===== src/rtl/multdiv_sequencer_pkg.sv =====
// Shared definitions for the multiply/divide sequencer: state encoding and
// the default step count and counter width.
package multdiv_sequencer_pkg;

    typedef enum logic [1:0] {
        S_IDLE = 2'b00,
        S_LOAD = 2'b01,
        S_RUN  = 2'b10,
        S_DONE = 2'b11
    } state_e;

    localparam int N_STEPS_DEFAULT = 32;
    localparam int CNT_W_DEFAULT   = 6;

endpackage


===== src/rtl/multdiv_sequencer_iter_counter.sv =====
// Iteration counter: synchronous clear, enable, and saturation at the
// terminal count N_STEPS-1, which is also flagged on tc_o.
module iter_counter #(
    parameter int N_STEPS = 32,
    parameter int CNT_W   = 6
) (
    input  logic             clk,
    input  logic             clr_i,
    input  logic             en_i,
    output logic [CNT_W-1:0] count_o,
    output logic             tc_o
);

    localparam logic [CNT_W-1:0] LAST = CNT_W'(N_STEPS - 1);

    logic [CNT_W-1:0] count_q;

    // The counter stops at LAST rather than wrapping, so a late enable is harmless.
    always_ff @(posedge clk) begin
        if (clr_i) begin
            count_q <= '0;
        end else if (en_i && !tc_o) begin
            count_q <= count_q + 1'b1;
        end
    end

    assign tc_o    = (count_q == LAST);
    assign count_o = count_q;

endmodule


===== src/rtl/multdiv_sequencer.sv =====
// Control FSM that sequences an N_STEPS-iteration multiply/divide datapath:
// load pulse, per-step enable, op select and a one-cycle result-ready.
module multdiv_sequencer
    import multdiv_sequencer_pkg::*;
#(
    parameter int N_STEPS = N_STEPS_DEFAULT,
    parameter int CNT_W   = CNT_W_DEFAULT
) (
    input  logic             clk,
    input  logic             clr,
    input  logic             ctrl_mult,
    input  logic             ctrl_div,
    output logic             busy,
    output logic             load,
    output logic             step,
    output logic             is_div,
    output logic [CNT_W-1:0] count,
    output logic             result_rdy,
    output logic             start_err
);

    state_e state_q, state_d;
    logic   start, both;
    logic   cnt_clr, cnt_en, tc;
    logic   busy_q, load_q, step_q, is_div_q, rdy_q, err_q;

    assign both  = ctrl_mult & ctrl_div;
    assign start = ctrl_mult ^ ctrl_div;

    // A start from any state (including LOAD/RUN) aborts and reloads;
    // conflicting starts freeze the FSM for that cycle.
    always_comb begin
        state_d = state_q;
        if (both) begin
            state_d = state_q;
        end else if (start) begin
            state_d = S_LOAD;
        end else begin
            case (state_q)
                S_IDLE:  state_d = S_IDLE;
                S_LOAD:  state_d = S_RUN;
                S_RUN:   state_d = tc ? S_DONE : S_RUN;
                S_DONE:  state_d = S_IDLE;
                default: state_d = S_IDLE;
            endcase
        end
    end

    assign cnt_clr = clr | (state_q == S_LOAD);
    assign cnt_en  = (state_q == S_RUN) & ~both;

    iter_counter #(
        .N_STEPS (N_STEPS),
        .CNT_W   (CNT_W)
    ) u_iter_counter (
        .clk     (clk),
        .clr_i   (cnt_clr),
        .en_i    (cnt_en),
        .count_o (count),
        .tc_o    (tc)
    );

    // Outputs are decoded from the next state so they line up with state_q.
    always_ff @(posedge clk) begin
        if (clr) begin
            state_q  <= S_IDLE;
            busy_q   <= 1'b0;
            load_q   <= 1'b0;
            step_q   <= 1'b0;
            rdy_q    <= 1'b0;
            err_q    <= 1'b0;
            is_div_q <= 1'b0;
        end else begin
            state_q <= state_d;
            load_q  <= (state_d == S_LOAD);
            step_q  <= (state_d == S_RUN);
            busy_q  <= (state_d == S_LOAD) || (state_d == S_RUN);
            rdy_q   <= (state_d == S_DONE);
            err_q   <= both;
            if (start) begin
                is_div_q <= ctrl_div;
            end
        end
    end

    assign busy       = busy_q;
    assign load       = load_q;
    assign step       = step_q;
    assign is_div     = is_div_q;
    assign result_rdy = rdy_q;
    assign start_err  = err_q;

endmodule


===== config.mk =====
export PLATFORM = sky130hd
export DESIGN_NAME = multdiv_sequencer
export DESIGN_NICKNAME = d
export VERILOG_FILES = /design/src/rtl/multdiv_sequencer_pkg.sv /design/src/rtl/multdiv_sequencer_iter_counter.sv /design/src/rtl/multdiv_sequencer.sv
export SDC_FILE = /design/constraint.sdc
export NUM_CORES = 1
export LEC_CHECK = 0
export BUFFER_PORTS_ARGS = -buffer_cell sky130_fd_sc_hd__buf_2
export CAP_MARGIN = 15
export CORE_UTILIZATION = 50
export DETAILED_ROUTE_END_ITERATION = 12
export PLACE_DENSITY = 0.75
export SYNTH_ARGS = -nofsm -noshare
export SYNTH_HDL_FRONTEND = slang
export SYNTH_SLANG_ARGS = --single-unit

===== constraint.sdc =====
create_clock -name clk -period 2.1 [get_ports clk]
set_input_delay 0.21 -clock clk [delete_from_list [all_inputs] [get_ports clk]]
set_output_delay 0.21 -clock clk [all_outputs]
set_load 0.02 [all_outputs]

Yosys cells after proc, flatten, opt, wreduce, memory -nomap -nowiden. Index checks and enable logic that the tools add are counted.

Memories: 0. RAM bits: 0. Output and inout bits: 12. Register bits: 14. Memory bits (read-only): 0. Latch bits: 0. Logic and storage cells: 30.

Reduce and logical (&&, ||, !) cells: 5. Multiplexer cells: 4. $lt $le $gt $ge: 0. Div/mod/pow operators: 0. Bitwise gates (word level): 5. Equality and inequality tests: 7. $mul: 0. Shift-type cells: 0. $add $sub $neg: 1.

Operators with widths (count): equality test 2 bit, second input constant (4); adder 6 x 1 -> 6 bit, second input constant (1); equality test 6 x 5 -> 1 bit, second input constant (1); one-hot mux 2 bit (3 select lines) (1); equality test 2 x 1 -> 1 bit, second input constant (2); 2-to-1 mux 2 bit (2); AND 1 bit (2); zero test 2 bit (1); OR reduction 2 bit (1); logical AND 1 bit (1); zero test 1 bit (1); logical OR 1 bit (1); 2-to-1 mux 1 bit (1); NOT 1 bit (1); bitwise OR 1 bit (1); bitwise XOR 1 bit (1).

Longest topological paths before layout.
Word-level depth: 7. Gate-level depth with buffers: 7. Mapped depth without buffers: 7.

Cells and area by module. A second synthesis with hierarchy kept.

Cell total of the unflattened synthesis: 74. Area, all modules: 721.9 µm².

Modules (own cells, without submodules): multdiv_sequencer (area an instance 364.1 µm², cells an instance 35, seq. area each 160.2 µm², times used 1); iter_counter (area an instance 357.8 µm², cells an instance 39, seq. area each 120.1 µm², times used 1).

Worst setup path after synthesis. No wires, ideal clock.

Kind: register to register. From: reg u_iter_counter.count_q[0] (netlist: u_iter_counter.count_o[0]). To: reg busy_q (netlist: busy). Required time: 2.036 ns. Stages on the path, launching flop included: 7. Clock period less this slack: 1.706 ns. Arrival: 1.642 ns. Buffers on the path: 0. Setup slack: 0.394 ns. Cell sequence: dfxtp_1 > ha_1 > nor2b_1 > a311oi_1 > a21o_2 > ha_1 > nor2_1.

Word-level cells in the longest chain between the ends: 7. Elaborated cells on any way between the ends: 8.

RTL lines: start: declaration (RTL line multdiv_sequencer_iter_counter.sv:16) `logic [CNT_W-1:0] count_q;`; start signal: assignment (RTL line multdiv_sequencer_iter_counter.sv:23) `count_q <= count_q + 1'b1;`; equality test 6 x 5 -> 1 bit (*) (RTL line multdiv_sequencer_iter_counter.sv:27) `assign tc_o = (count_q == LAST);`; 2-to-1 mux 1 bit (*) (RTL line multdiv_sequencer.sv:42) `S_RUN: state_d = tc ? S_DONE : S_RUN;`; one-hot mux 2 bit (3 select lines) (*) (RTL line multdiv_sequencer.sv:39) `case (state_q)`; 2-to-1 mux 2 bit (*) (RTL line multdiv_sequencer.sv:36) `end else if (start) begin`; 2-to-1 mux 2 bit (*) (RTL line multdiv_sequencer.sv:34) `if (both) begin`; equality test 2 x 1 -> 1 bit / equality test 2 bit (equally long branches) (RTL line multdiv_sequencer.sv:77) `busy_q <= (state_d == S_LOAD) || (state_d == S_RUN);`; logical OR 1 bit (*) (RTL line multdiv_sequencer.sv:77); end signal: assignment (RTL line multdiv_sequencer.sv:77); end: declaration (RTL line multdiv_sequencer.sv:25) `logic busy_q, load_q, step_q, is_div_q, rdy_q, err_q;`.

Mark *: on every way between the ends. The rest lies on a longest branch, timed or not. A chain may end at the register's enable or synchronous reset.

Worst setup path in the final report. Same ends and word-level chain as after synthesis.

==> impl_metrics.csv <==
group,metric,value,unit
grt,grt_overflow,0,
logic_synthesis,syn-num-nets,79,
die,die_h,38.73,um
route,wl_per_cell,12.16,um
clock_tree,cts_setup_buffers,0,
setup_path,cp_max_fo,5,
logic_synthesis,ys_seq_area_share,41.56,%
die,dieArea,0.001500,mm2
placement,dp_hpwl,877.7,um
clock_tree,postCtsHoldBufs,0,
cells_and_area,multi_input_area,352.8,um2
power,sw_frac_of_total,25.84,%
grt,grt_pass1_vias,409,
logic_synthesis,synth_area,674.4,um2
cells_and_area,regArea,280.3,um2
clock_tree,root_buffer,"clkbuf_4",
setup_path,r2r-start,"u_iter_counter.count_o[0]",
route,dr_total_vias,529,
logic_synthesis,async_reset_ff_share,0,%
route,drtPass1Iterations,4,
route,dr.max_layer_used,"met4",
placement,dp_slack,0.3786,ns
grt,antenna_found_initial,0,
grt,grt_usage,19.95,%
sta,worst_pin_slew,0.4075,ns
cells_and_area,layout_commonest_cell,"buf_2",
route,drc,0,
setup_path,rr_endpoint,"busy",
placement,portBuffers,15,
die,core,0.001186,mm2
worst_hold_path,hold_path.class,"in -> reg",
logic_synthesis,syn_inst,68,
sta,setup_viol,0,
power,p_seq_share,50.6,%
grt,grt_max_degree,12,
setup_path,required,2.33,ns
sta,final.setup_skew,0.005544,ns
sta,maxSlewViolCount,0,
power,clkPwrFrac,35.8,%
logic_synthesis,ys_types,25,
die,num_rows,12,
cells_and_area,syn_to_final_growth,15.77,%
route,post_drt_via_cell_ratio,5.343,
setup_path,end_kind,"flip-flop",
logic_synthesis,avgSynthCellArea,9.918,um2
route,wl_met2,493,um
clock_tree,path_clk_slew,0.09,ns
setup_path,crit_path_frequent_cell,"ha_1",
logic_synthesis,ys.flop_type,"dfxtp_1",
sta,post-route-period-util,83.75,%
sta,setup_ws,0.3411,ns
status,status,"finished, final reports clean",
clock_tree,cts_inserted_buffers,3,
sta,timing.fmax,568.6,MHz
logic_synthesis,synth_edf_count,0,
power,switchingPower,144.0,uW
route,met3_length,71,um
worst_hold_path,holdPathStages,3,
clock_tree,cts_tree,"built",
die,ios,16,
clock_tree,cts_resized,0,
route,wirelength_met1,603,um
sta,timing.hold.ws,0.1786,ns
sta,finalCriticalPeriod,1.759,ns
placement,globalplace.congestion,0.7884,
power,p_leak,0.0003957,uW
cells_and_area,nFillCells,114,
sta,tns,0,ns
cells_and_area,final_nets,97,
job,drv_cap,0,
clock_tree,cts_sinks,14,
sta,slew_headroom,72.13,%
power,power_density,713.6,mW/mm2
setup_path,cp_slowest_cell,"dfxtp_1",
logic_synthesis,ys_warn_count,0,
clock_tree,clk_latency,0.29,ns
power,finalPower,557.1,uW
power,vdd_drop_max,448.3,uV
clock_tree,htree_levels,1,
setup_path,arrival,1.99,ns
setup_path,ff2ff_path_depth,6,
sta,finalHoldViolations,0,
grt,grt_first_pass_wirelength,1849,um
cells_and_area,drive_gt1_share,27.06,%
sta,grt_setup_unrepaired,"false",
power,internal_power,413.2,uW
setup_path,worstPathCellList,"ha_1, nor2b_1, a311oi_1, a21o_2, ha_1, nor2_1",
clock_tree,clock_path_buffers,2,
cells_and_area,mostFrequentLayoutCells,"buf_2, dfxtp_1, ha_1, inv_1, nor2b_1",
setup_path,reg2reg_slack,0.34,ns
route,drt_iter0_drc,2,
route,ant_nets,0,
logic_synthesis,ys_seq_elements,14,
route,wl,1204,um
worst_hold_path,whs_endpoint,"is_div",
die,start_util,56.86,%
setup_path,max_stage_delay,0.45,ns
worst_hold_path,hold_start,"ctrl_div",
cells_and_area,antennaDiodeCount,0,
setup_path,crit_path_start_kind,"flip-flop",
die,dieWidth,38.73,um
power,combinationalPowerShare,13.6,%
setup_path,worstSetupPathType,"reg -> reg",
[metrics by stage]
| step | area, um2 | instances | util (%) |
|---|---|---|---|
| 4_1_cts | 780.7 | 99 | 65.82 |
| 6_report | 780.7 | 99 | 65.82 |
| 5_1_grt | 780.7 | 99 | 65.82 |
| 3_5_place_dp | 744.5 | 95 | 62.76 |
| 3_3_place_gp | 744.5 | 95 | 62.76 |
| 2_1_floorplan | 674.4 | 68 | - |
[power groups by stage]
| stage | registers [uW] | logic, uW | clock network, uW |
|---|---|---|---|
| 6_report | 282 | 75.6 | 199 |
| 5_1_grt | 283 | 84.4 | 215 |
| 4_1_cts | 282 | 76.2 | 200 |
| 3_5_place_dp | 288 | 75.4 | 0 |
| 3_3_place_gp | 287 | 72.9 | 0 |
| 2_1_floorplan | 300 | 45.6 | 0 |
[per-layer routing]
metal / vias up / track usage, %
met2: 17 / 25.83
met4: 0 / 15.52
met1: 235 / 25.18
met5: - / 0
met3: 5 / 8.671
li1: 272 / -
[flip-flops by register name (all words and copies together), names as in the netlist]
register                count
load                        1
is_div                      1
result_rdy                  1
step                        1
start_err                   1
u_iter_counter.count_o      6
state_q                     2
busy                        1
[synthesized netlist by cell type (2+ instances only)]
master	instances	area, um2
a21oi_1	4	20.02
dfxtp_1	14	280.3
ha_1	7	87.58
o21ai_0	3	15.01
nor2_1	4	15.01
mux2i_1	3	30.03
nor2b_1	5	31.28
buf_6	2	22.52
a31oi_1	2	12.51
nand2_1	4	15.01
inv_1	5	18.77
a311oi_1	2	17.52
[worst max path at each step]
| stage | startpoint | end | depth (start not counted) |
|---|---|---|---|
| after floorplan | u_iter_counter.count_o[0] | busy | 6 |
| after global placement | u_iter_counter.count_o[0] | result_rdy | 6 |
| after detailed placement | u_iter_counter.count_o[0] | result_rdy | 6 |
| after CTS | u_iter_counter.count_o[0] | busy | 6 |
| after global routing | u_iter_counter.count_o[0] | busy | 6 |
| final | u_iter_counter.count_o[0] | busy | 6 |
[area by class of cell]
type | count | area share, %
Multi-Input combinational cell | 47 | 45.19
Sequential cell | 14 | 35.90
Timing Repair Buffer | 15 | 9.615
Clock buffer | 4 | 4.647
Inverter | 5 | 2.404
Tap cell | 14 | 2.244
[kinds of logic after synthesis]
| family | synth area share, % |
|---|---|
| AO/OA/AOI/OAI | 13.36 |
| adder cells (fa/ha/maj) | 12.99 |
| buffers and inverters | 6.123 |
| flip-flops | 41.56 |
| multiplexers | 4.453 |
| AND/OR/NAND/NOR | 21.52 |
[worst max-delay path: cells and delay by family, from the launching register on]
| family | cells | cell delay [ns] |
|---|---|---|
| AOI/OAI and AO/OA | 2 | 0.39 |
| adders and majority gates | 2 | 0.50 |
| DFF | 1 | 0.45 |
| and+or+nand+nor | 2 | 0.35 |
Power figures use the tool's default switching activity.
